File: config.mk
export PLATFORM = sky130hd
export DESIGN_NAME = neuron_mac_acc
export DESIGN_NICKNAME = d
export VERILOG_FILES = /design/src/rtl/gan_fixed_pkg.sv /design/src/rtl/round_sat.sv /design/src/rtl/neuron_mac_acc.sv
export SDC_FILE = /design/constraint.sdc
export NUM_CORES = 1
export LEC_CHECK = 0
export BUFFER_PORTS_ARGS = -buffer_cell sky130_fd_sc_hd__buf_2
export CAP_MARGIN = 30
export CORE_UTILIZATION = 65
export CTS_BUF_LIST = sky130_fd_sc_hd__clkbuf_4
export DETAILED_ROUTE_END_ITERATION = 10
export PLACE_DENSITY = 0.86
export SETUP_SLACK_MARGIN = 0.1
export SYNTH_ARGS = -nofsm -noshare
export SYNTH_HDL_FRONTEND = slang
export SYNTH_SLANG_ARGS = --single-unit
File: constraint.sdc
create_clock -name clk -period 14.2 [get_ports clk]
set_input_delay 0 -clock clk [delete_from_list [all_inputs] [get_ports clk]]
set_output_delay 0 -clock clk [all_outputs]
set_load 0.005 [all_outputs]
File: src/rtl/gan_fixed_pkg.sv
// Shared fixed-point helpers for the GAN datapath: state encoding, round-half-up
// constant and saturation to a narrower signed width.
package gan_fixed_pkg;

  typedef enum logic [1:0] {
    ACCUM = 2'd0,
    DRAIN = 2'd1,
    OUT   = 2'd2
  } state_e;

  localparam int EXT_W = 64;

  function automatic logic signed [EXT_W-1:0] round_half(input int shift);
    logic signed [EXT_W-1:0] half_v;
    if (shift > 0) begin
      half_v = 64'sd1 <<< (shift - 1);
    end else begin
      half_v = 64'sd0;
    end
    return half_v;
  endfunction

  // Clip v into the range of a w-bit signed number; result stays EXT_W wide.
  function automatic logic signed [EXT_W-1:0] sat_to_width(input logic signed [EXT_W-1:0] v,
                                                           input int w);
    logic signed [EXT_W-1:0] hi_v;
    logic signed [EXT_W-1:0] lo_v;
    logic signed [EXT_W-1:0] res_v;
    hi_v = (64'sd1 <<< (w - 1)) - 64'sd1;
    lo_v = -(64'sd1 <<< (w - 1));
    if (v > hi_v) begin
      res_v = hi_v;
    end else if (v < lo_v) begin
      res_v = lo_v;
    end else begin
      res_v = v;
    end
    return res_v;
  endfunction

endpackage

File: src/rtl/round_sat.sv
// Combinational round-half-up, arithmetic right shift and saturation from the
// accumulator width down to DATA_W, with a clip flag.
module round_sat
  import gan_fixed_pkg::*;
#(
  parameter int ACC_W  = 40,
  parameter int DATA_W = 16,
  parameter int SHIFT  = 8
) (
  input  logic signed [ACC_W-1:0]  s,
  output logic signed [DATA_W-1:0] y,
  output logic                     sat
);

  logic signed [EXT_W-1:0] s_ext_s;
  logic signed [EXT_W-1:0] rnd_s;
  logic signed [EXT_W-1:0] clip_s;

  assign s_ext_s = {{(EXT_W-ACC_W){s[ACC_W-1]}}, s};
  assign rnd_s   = (s_ext_s + round_half(SHIFT)) >>> SHIFT;
  assign clip_s  = sat_to_width(rnd_s, DATA_W);
  assign y       = clip_s[DATA_W-1:0];
  assign sat     = (clip_s != rnd_s);

endmodule

File: src/rtl/neuron_mac_acc.sv
// Streaming dot-product neuron: accumulates N_IN signed products plus a bias,
// then rounds/saturates to DATA_W and presents the result on a valid/ready port.
module neuron_mac_acc
  import gan_fixed_pkg::*;
#(
  parameter int DATA_W = 16,
  parameter int N_IN   = 16,
  parameter int ACC_W  = 40,
  parameter int SHIFT  = 8
) (
  input  logic                     clk,
  input  logic                     rst_n,
  input  logic                     in_valid,
  output logic                     in_ready,
  input  logic signed [DATA_W-1:0] in_x,
  input  logic signed [DATA_W-1:0] in_w,
  input  logic signed [DATA_W-1:0] bias,
  output logic                     out_valid,
  input  logic                     out_ready,
  output logic signed [DATA_W-1:0] out_y,
  output logic                     out_sat
);

  localparam int PROD_W = 2 * DATA_W;
  localparam int CNT_W  = (N_IN > 1) ? $clog2(N_IN) : 1;
  localparam logic [CNT_W-1:0] LAST = CNT_W'(N_IN - 1);

  generate
    if ((ACC_W < 2 * DATA_W + $clog2(N_IN) + 1) || (ACC_W >= EXT_W)) begin : g_acc_w_bad
      $error("neuron_mac_acc: ACC_W out of range for DATA_W/N_IN");
    end
    if ((SHIFT < 0) || (SHIFT >= 2 * DATA_W) || (N_IN < 1)) begin : g_param_bad
      $error("neuron_mac_acc: SHIFT or N_IN out of range");
    end
  endgenerate

  state_e                    state_r;
  state_e                    next_state_s;
  logic [CNT_W-1:0]          cnt_r;
  logic signed [PROD_W-1:0]  prod_r;
  logic                      prod_vld_r;
  logic signed [ACC_W-1:0]   acc_r;
  logic signed [DATA_W-1:0]  bias_r;
  logic                      beat_s;
  logic                      in_ready_s;
  logic                      out_valid_s;
  logic signed [ACC_W-1:0]   prod_ext_s;
  logic signed [ACC_W-1:0]   prod_add_s;
  logic signed [ACC_W-1:0]   bias_sh_s;
  logic signed [ACC_W-1:0]   sum_s;
  logic signed [DATA_W-1:0]  y_s;
  logic                      sat_s;

  assign beat_s = in_valid && in_ready;

  // State register plus the registered handshake outputs decoded from next state.
  always_ff @(posedge clk) begin
    if (!rst_n) begin
      state_r   <= ACCUM;
      in_ready  <= 1'b1;
      out_valid <= 1'b0;
    end else begin
      state_r   <= next_state_s;
      in_ready  <= in_ready_s;
      out_valid <= out_valid_s;
    end
  end

  // Next-state decode.
  always_comb begin
    next_state_s = state_r;
    case (state_r)
      ACCUM: begin
        if (beat_s && (cnt_r == LAST)) begin
          next_state_s = DRAIN;
        end else begin
          next_state_s = ACCUM;
        end
      end
      DRAIN: next_state_s = OUT;
      OUT: begin
        if (out_ready) begin
          next_state_s = ACCUM;
        end else begin
          next_state_s = OUT;
        end
      end
      default: next_state_s = ACCUM;
    endcase
  end

  // Output decode from the upcoming state so the handshake flags are registered.
  always_comb begin
    in_ready_s  = (next_state_s == ACCUM);
    out_valid_s = (next_state_s == OUT);
  end

  // Final sum: the last product is still pending in prod_r during DRAIN.
  always_comb begin
    prod_ext_s = {{(ACC_W-PROD_W){prod_r[PROD_W-1]}}, prod_r};
    if (prod_vld_r) begin
      prod_add_s = prod_ext_s;
    end else begin
      prod_add_s = {ACC_W{1'b0}};
    end
    bias_sh_s = {{(ACC_W-DATA_W){bias_r[DATA_W-1]}}, bias_r};
    bias_sh_s = bias_sh_s <<< SHIFT;
    sum_s     = acc_r + prod_add_s + bias_sh_s;
  end

  round_sat #(
    .ACC_W (ACC_W),
    .DATA_W(DATA_W),
    .SHIFT (SHIFT)
  ) u_round_sat (
    .s  (sum_s),
    .y  (y_s),
    .sat(sat_s)
  );

  // Product pipeline, accumulator, beat counter, bias capture and result registers.
  always_ff @(posedge clk) begin
    if (!rst_n) begin
      cnt_r      <= {CNT_W{1'b0}};
      prod_r     <= {PROD_W{1'b0}};
      prod_vld_r <= 1'b0;
      acc_r      <= {ACC_W{1'b0}};
      bias_r     <= {DATA_W{1'b0}};
      out_y      <= {DATA_W{1'b0}};
      out_sat    <= 1'b0;
    end else begin
      case (state_r)
        ACCUM: begin
          prod_vld_r <= beat_s;
          if (beat_s) begin
            prod_r <= PROD_W'(in_x) * PROD_W'(in_w);
            if (cnt_r == LAST) begin
              cnt_r <= {CNT_W{1'b0}};
            end else begin
              cnt_r <= cnt_r + {{(CNT_W-1){1'b0}}, 1'b1};
            end
          end else begin
            cnt_r <= cnt_r;
          end
          if (beat_s && (cnt_r == {CNT_W{1'b0}})) begin
            acc_r  <= {ACC_W{1'b0}};
            bias_r <= bias;
          end else if (prod_vld_r) begin
            acc_r <= acc_r + prod_ext_s;
          end else begin
            acc_r <= acc_r;
          end
        end
        DRAIN: begin
          prod_vld_r <= 1'b0;
          out_y      <= y_s;
          out_sat    <= sat_s;
        end
        OUT: begin
          prod_vld_r <= 1'b0;
        end
        default: begin
          prod_vld_r <= 1'b0;
        end
      endcase
    end
  end

endmodule

After elaboration in Yosys (flattened, before gate mapping)
Cells that the tools add are included.
{"block": "totals", "ff_bits": 114, "inputBits": 52, "out_inout_bits": 19}
{"block": "classes", "n_lt_le_gt_ge": 2, "addsub": 5, "n_reduce_logical": 11, "multipliers": 1, "n_eq_ne": 5, "muxes": 9}
{"cell": "64-bit two-way mux", "count": 2}
{"cell": "40-bit two-way mux", "count": 3}
{"cell": "64-bit by 33-bit inequality test with 1-bit output", "count": 1}
{"cell": "40-bit by 9-bit adder with 41-bit output (second input constant)", "count": 1}
{"cell": "40-bit by 24-bit adder with 40-bit output", "count": 1}
{"cell": "40-bit by 32-bit adder with 40-bit output", "count": 1}
{"cell": "40-bit adder", "count": 1}
{"cell": "33-bit by 16-bit > comparator with 1-bit output (second input constant)", "count": 1}
{"cell": "33-bit by 16-bit < comparator with 1-bit output (second input constant)", "count": 1}
{"cell": "16-bit by 16-bit multiplier with 32-bit output", "count": 1}
{"cell": "2-bit AND reduction", "count": 4}
{"cell": "2-bit case mux with 3 select lines", "count": 1}
{"cell": "4-bit by 1-bit adder with 4-bit output (second input constant)", "count": 1}
{"cell": "2-bit == test (second input constant)", "count": 2}
{"cell": "4-bit == test (second input constant)", "count": 1}
{"cell": "2-bit logical NOT", "count": 2}
{"cell": "4-bit logical NOT", "count": 1}
{"cell": "4-bit two-way mux", "count": 1}
{"cell": "1-bit logical AND", "count": 3}
{"cell": "2-bit by 1-bit == test with 1-bit output (second input constant)", "count": 1}
{"cell": "2-bit two-way mux", "count": 1}
{"cell": "2-bit nonzero test", "count": 1}
{"cell": "1-bit two-way mux", "count": 1}

Logic depth before layout (Yosys ltp)
{"block": "logic_depth", "ltp_word": 8, "mapped_depth": 27}

Modules after synthesis
From an unflattened synthesis, not the netlist that was laid out.
{"block": "unflattened", "hier_cells": 2363, "hier_area_um2": 19971.7}
{"module": "neuron_mac_acc", "area_per_inst_um2": 18472.7, "cells_each": 2147, "n_inst": 1}
{"module": "round_sat", "area_per_inst_um2": 1498.9, "cells_each": 216, "n_inst": 1}

Least setup slack after synthesis
OpenSTA, ideal clock, no wires.
{"block": "synth_path", "kind": "input to register", "start": "in in_x[5]", "end": "reg prod_r[31]", "setup_time_ps": 70, "arrival_ps": 6229, "path_buffers": 1, "path_slack_ps": 7901, "stages": 25, "path_cell_list": "clkbuf_1 > nand2_1 > fa_1 > inv_1 > fa_1 > inv_1 > fa_1 > fa_1 > inv_1 > fa_1 > fa_1 > ha_1 > a21o_1 > a211oi_1 > o21ai_0 > o22ai_1 > a21oi_1 > o31a_1 > o41a_1 > a211o_1 > a31oi_1 > o21ai_0 > xnor2_1 > nand2_1 > a21oi_1"}
{"block": "synth_via", "elab_chain_len": 1}
{"element": "start: declaration", "line_no": "neuron_mac_acc.sv:15", "rtl": "input logic signed [DATA_W-1:0] in_x,"}
{"element": "16-bit by 16-bit multiplier with 32-bit output", "line_no": "neuron_mac_acc.sv:136", "rtl": "prod_r <= PROD_W'(in_x) * PROD_W'(in_w);"}
{"element": "end signal: assignment", "line_no": "neuron_mac_acc.sv:125", "rtl": "prod_r <= {PROD_W{1'b0}};"}
{"element": "end signal: assignment", "line_no": "neuron_mac_acc.sv:136"}
{"element": "end: declaration", "line_no": "neuron_mac_acc.sv:40", "rtl": "logic signed [PROD_W-1:0] prod_r;"}
Every way passes these cells.
A chain may end at the register's enable or synchronous reset.

Final worst setup path
{"block": "layout_path", "start": "reg prod_vld_r", "end": "reg out_y[0]"}
{"block": "layout_via", "elab_chain_len": 7}
{"element": "start: declaration", "line_no": "neuron_mac_acc.sv:41", "rtl": "logic prod_vld_r;"}
{"element": "start signal: assignment", "line_no": "neuron_mac_acc.sv:134", "rtl": "prod_vld_r <= beat_s;"}
{"element": "40-bit two-way mux (*)", "line_no": "neuron_mac_acc.sv:101", "rtl": "if (prod_vld_r) begin"}
{"element": "40-bit adder (*)", "line_no": "neuron_mac_acc.sv:108", "rtl": "sum_s = acc_r + prod_add_s + bias_sh_s;"}
{"element": "40-bit by 24-bit adder with 40-bit output (*)", "line_no": "neuron_mac_acc.sv:108"}
{"element": "40-bit by 9-bit adder with 41-bit output (*)", "line_no": "round_sat.sv:20", "rtl": "assign rnd_s = (s_ext_s + round_half(SHIFT)) >>> SHIFT;"}
{"element": "33-bit by 16-bit < comparator with 1-bit output", "line_no": "gan_fixed_pkg.sv:33", "rtl": "end else if (v < lo_v) begin"}
{"element": "64-bit two-way mux", "line_no": "gan_fixed_pkg.sv:33"}
{"element": "64-bit two-way mux (*)", "line_no": "gan_fixed_pkg.sv:31", "rtl": "if (v > hi_v) begin"}
{"element": "end signal: assignment", "line_no": "neuron_mac_acc.sv:129", "rtl": "out_y <= {DATA_W{1'b0}};"}
{"element": "end signal: assignment", "line_no": "neuron_mac_acc.sv:156", "rtl": "out_y <= y_s;"}
{"element": "end: declaration", "line_no": "neuron_mac_acc.sv:20", "rtl": "output logic signed [DATA_W-1:0] out_y,"}
Mark *: on every way between the ends. The rest lies on a longest branch, timed or not.

==> run metrics <==
Area contributors post-synth fa_1 29%, dfxtp_1 11%, ha_1 11%, inv_1 6.3%, nand2_1 5.6%; WHS Endpoint prod_r[1]; reg2reg path depth 21; RePlAce Congestion around 0.94; synthesized instance count approximately 2400; Cell Area, Synth 20100 um^2; post-synth top area share 29.3%; Residual DRC 0; Area Growth Syn to Fin 5.09%; Max Cap Violations 0; share of cells above drive strength 1 around 6.3%; syn nets 2898; met2 usage in global routing a little under three fifths; RSZ-0062 raised after global routing no; Ys Warns 0; post-synth top area cell fa_1; worst path cell trace and2_1, fa_1, ha_1, and4_1, and2_1, o2111ai_1, and3_1, a311oi_1, nand3_1, nor4b_2, nand3_1, nor4b_1, a21oi_1, o21ai_0, nand3_1, ha_1, inv_1, nand2_1, nand2_1, o221ai_1, a41oi_1; outcome complete, no violations; detailed router's first-iteration violation count roughly 1300; Die ar. 31600 um^2; reg2reg setup slack between 6 and 7 ns; vias in the first global route ~17000; Resize count post-CTS 0; Syn Area/Cell between 8 and 9 um^2; Post-synth EDFFs 0; CP delay by family, top simple AND/OR/NAND/NOR gates; TNS Setup 0 ns; fmax 132 MHz; grt peak-use layer met2; Worst-Skew Late Latency 0.59 ns; Rows 63; worst r2r src prod_vld_r; HPWL Detailed ~39000 um; CP startpoint kind flip-flop; Final Cell Area ~21000 um^2; H-Tree Depth 4; PD cells approximately 230 nW/um^2; Critical Path End Type flip-flop; period utilization ~53%; Vias per Instance between 6 and 7; placed instance area 20600 um^2; Max Slew Vio Count 0; Hold Startpoint in_x[0]; final number of setup-violating endpoints 0; Pre-Repair DR Iteration Count 7; Max clock buf depth 2; All-Layer GR Usage 32.1%; WP buf/inv 1; crit path kind reg2reg; Die X-Extent between 150 and 200 um; pre-CTS setup slack between 6 and 7 ns; minimum clock period ~7.6 ns; Slew HR about 28%; initial core utilization between 60 and 70%; Synth cell types slightly above 90; worst path arrival time between 8 and 9 ns; first-pass GRT wire length a little over 80000 um; Clock Pin Slew Worst Setup and Hold Paths 0.11 ns; total power between 4 and 5 mW; cts bufs inserted 17; Critical Path Fanout Max 34; Clk Tree Root Cell clkbuf_4; WHS Path Cells 5; CP max-delay cell dfxtp_1; Post-synth ARST share 0%; TritonCTS clock tree done; main flop type after synthesis dfxtp_1; Yosys reg bits roughly 110; Hold/Removal Path Class in2reg; met3 Usage GRT between 4 and 5%; skew final 0.0172 ns; drt wl/cell 17.3 um; layout net count roughly 2900; Seq/Total Area, Yosys between 10% and 20%; initial antenna violation count 1; worst setup margin ~6.6 ns; final hold violations 0; reg2reg end out_y[0]; Die Y between 150 and 200 um; largest stage delay on the critical path approximately 0.96 ns; CTS sink cnt ~110; number of buffers added on ports 70; grt met1 use around 41%; worst-margin pin slew roughly 1.1 ns; Core Region about 30000 um^2; CP Data Required Time roughly 15 ns; CP most frequent cell nand3_1; Total Wirelength ~49000 um; I/O Pins 71; global route overflow 0; maximum vdd ir drop around 270 uV; Leakage ~10 nW; DRT antenna net count 0; largest net degree at the start of global routing 94; Via Count between 15000 and 20000
layout make-up:
type                    instances  area [um^2]
repair buffers                101          639
well taps                     390          488
clock inverters                13          121
diodes                          1         2.50
fillers                      2285         8930
multi-input cells            1838        16200
inverters                     335         1260
flip-flops and latches        114         2280
clock buffers                  17          128
registers in the layout, indices dropped and copies added, names as in the netlist:
name        cells
state_r         2
out_sat         1
cnt_r           4
out_valid       1
acc_r          40
bias_r         16
prod_vld_r      1
in_ready        1
out_y          16
prod_r         32
tightest hold or removal path, stage by stage:
cell and delay [ns]:
buf_2 0.25, and2_1 0.17, ha_1 0.12, nand2_1 0.06, a21oi_1 0.11
routing by layer:
layer | share of wire (%) | vias to the layer above
li1 | - | 7981
met1 | 42 | 8217
met2 | 49 | 686
met3 | 6.7 | 119
met4 | 2.8 | 0
met5 | 0 | -
cells in the final DEF, fill, tap and decap left out, types with 22 or more instances in the layout:
cell type  instances
a21o_1            52
a21oi_1          145
a22oi_1           32
a31oi_1           27
and2_1           140
and3_1            22
buf_2             70
dfxtp_1          114
fa_1             294
ha_1             169
inv_1            334
nand2_1          299
nand2b_1          22
nand3_1           49
nand4_1           28
nor2_1           124
o21a_1            23
o21ai_0           56
xnor2_1           74
xor2_1            29
stage by stage:
stage          cells  utilization [%]  hold WS [ns]
2_1_floorplan   2383                -         0.136
3_3_place_gp    2756             68.7         0.240
3_5_place_dp    2757             68.7         0.250
4_1_cts         2808             70.3         0.150
5_1_grt         2809             70.3         0.176
6_report        2809             70.3         0.170
where the power goes:
group / switching [mW] / total [mW] / internal [mW]
sequential: 0.0400 / 0.408 / 0.368
clock: 0.133 / 0.232 / 0.0987
combinational: 2.28 / 4.15 / 1.87
what timing repair did:
action                                 CTS  global route
hold buffers                            21             0
endpoints found under the hold margin   44             0
buffers inserted                         0             0
cells in the mapped netlist, drive strengths merged, types with 4 or more instances:
cell type and n:
a21o 52, buf 12, o31ai 8, nor3 23, o221ai 16, o21a 23, a211oi 20, o21ai 62
o31a 5, nor2 126, a31o 4, nand3 50, xor2 31, a21oi 145, clkbuf 84, o211ai 12
mux2 4, o21bai 9, nand2b 22, nor4b 4, nand2 300, or4 8, or3 6, fa 294
a41oi 5, mux2i 6, xnor2 74, nor4 10, ha 169, a22oi 32, nor2b 14, inv 335
and3 23, a21boi 4, a31oi 27, dfxtp 114, nand4 28, and2 143, o22ai 4, and4 7
nand3b 7, a211o 10, a311oi 5
kinds of logic after synthesis:
| group | share of synthesized area (%) |
|---|---|
| xor+xnor | 4.65 |
| fa+ha+maj | 39.8 |
| flops | 11.4 |
| compound gates | 16.0 |
| simple gates | 19.4 |
| buf+inv | 8.14 |
| mux | 0.523 |
worst max path at each step:
stage          startpoint         end  slack [ns]  depth (start not counted)
2_1_floorplan     in_x[5]  prod_r[31]        7.90                         25
3_3_place_gp   prod_vld_r    out_y[0]        7.03                         19
3_5_place_dp   prod_vld_r    out_y[0]        6.77                         21
4_1_cts        prod_vld_r    out_y[0]        6.76                         21
5_1_grt        prod_vld_r   out_y[15]        5.97                         21
6_report       prod_vld_r    out_y[0]        6.61                         21
(Power assumes the default switching activity.)
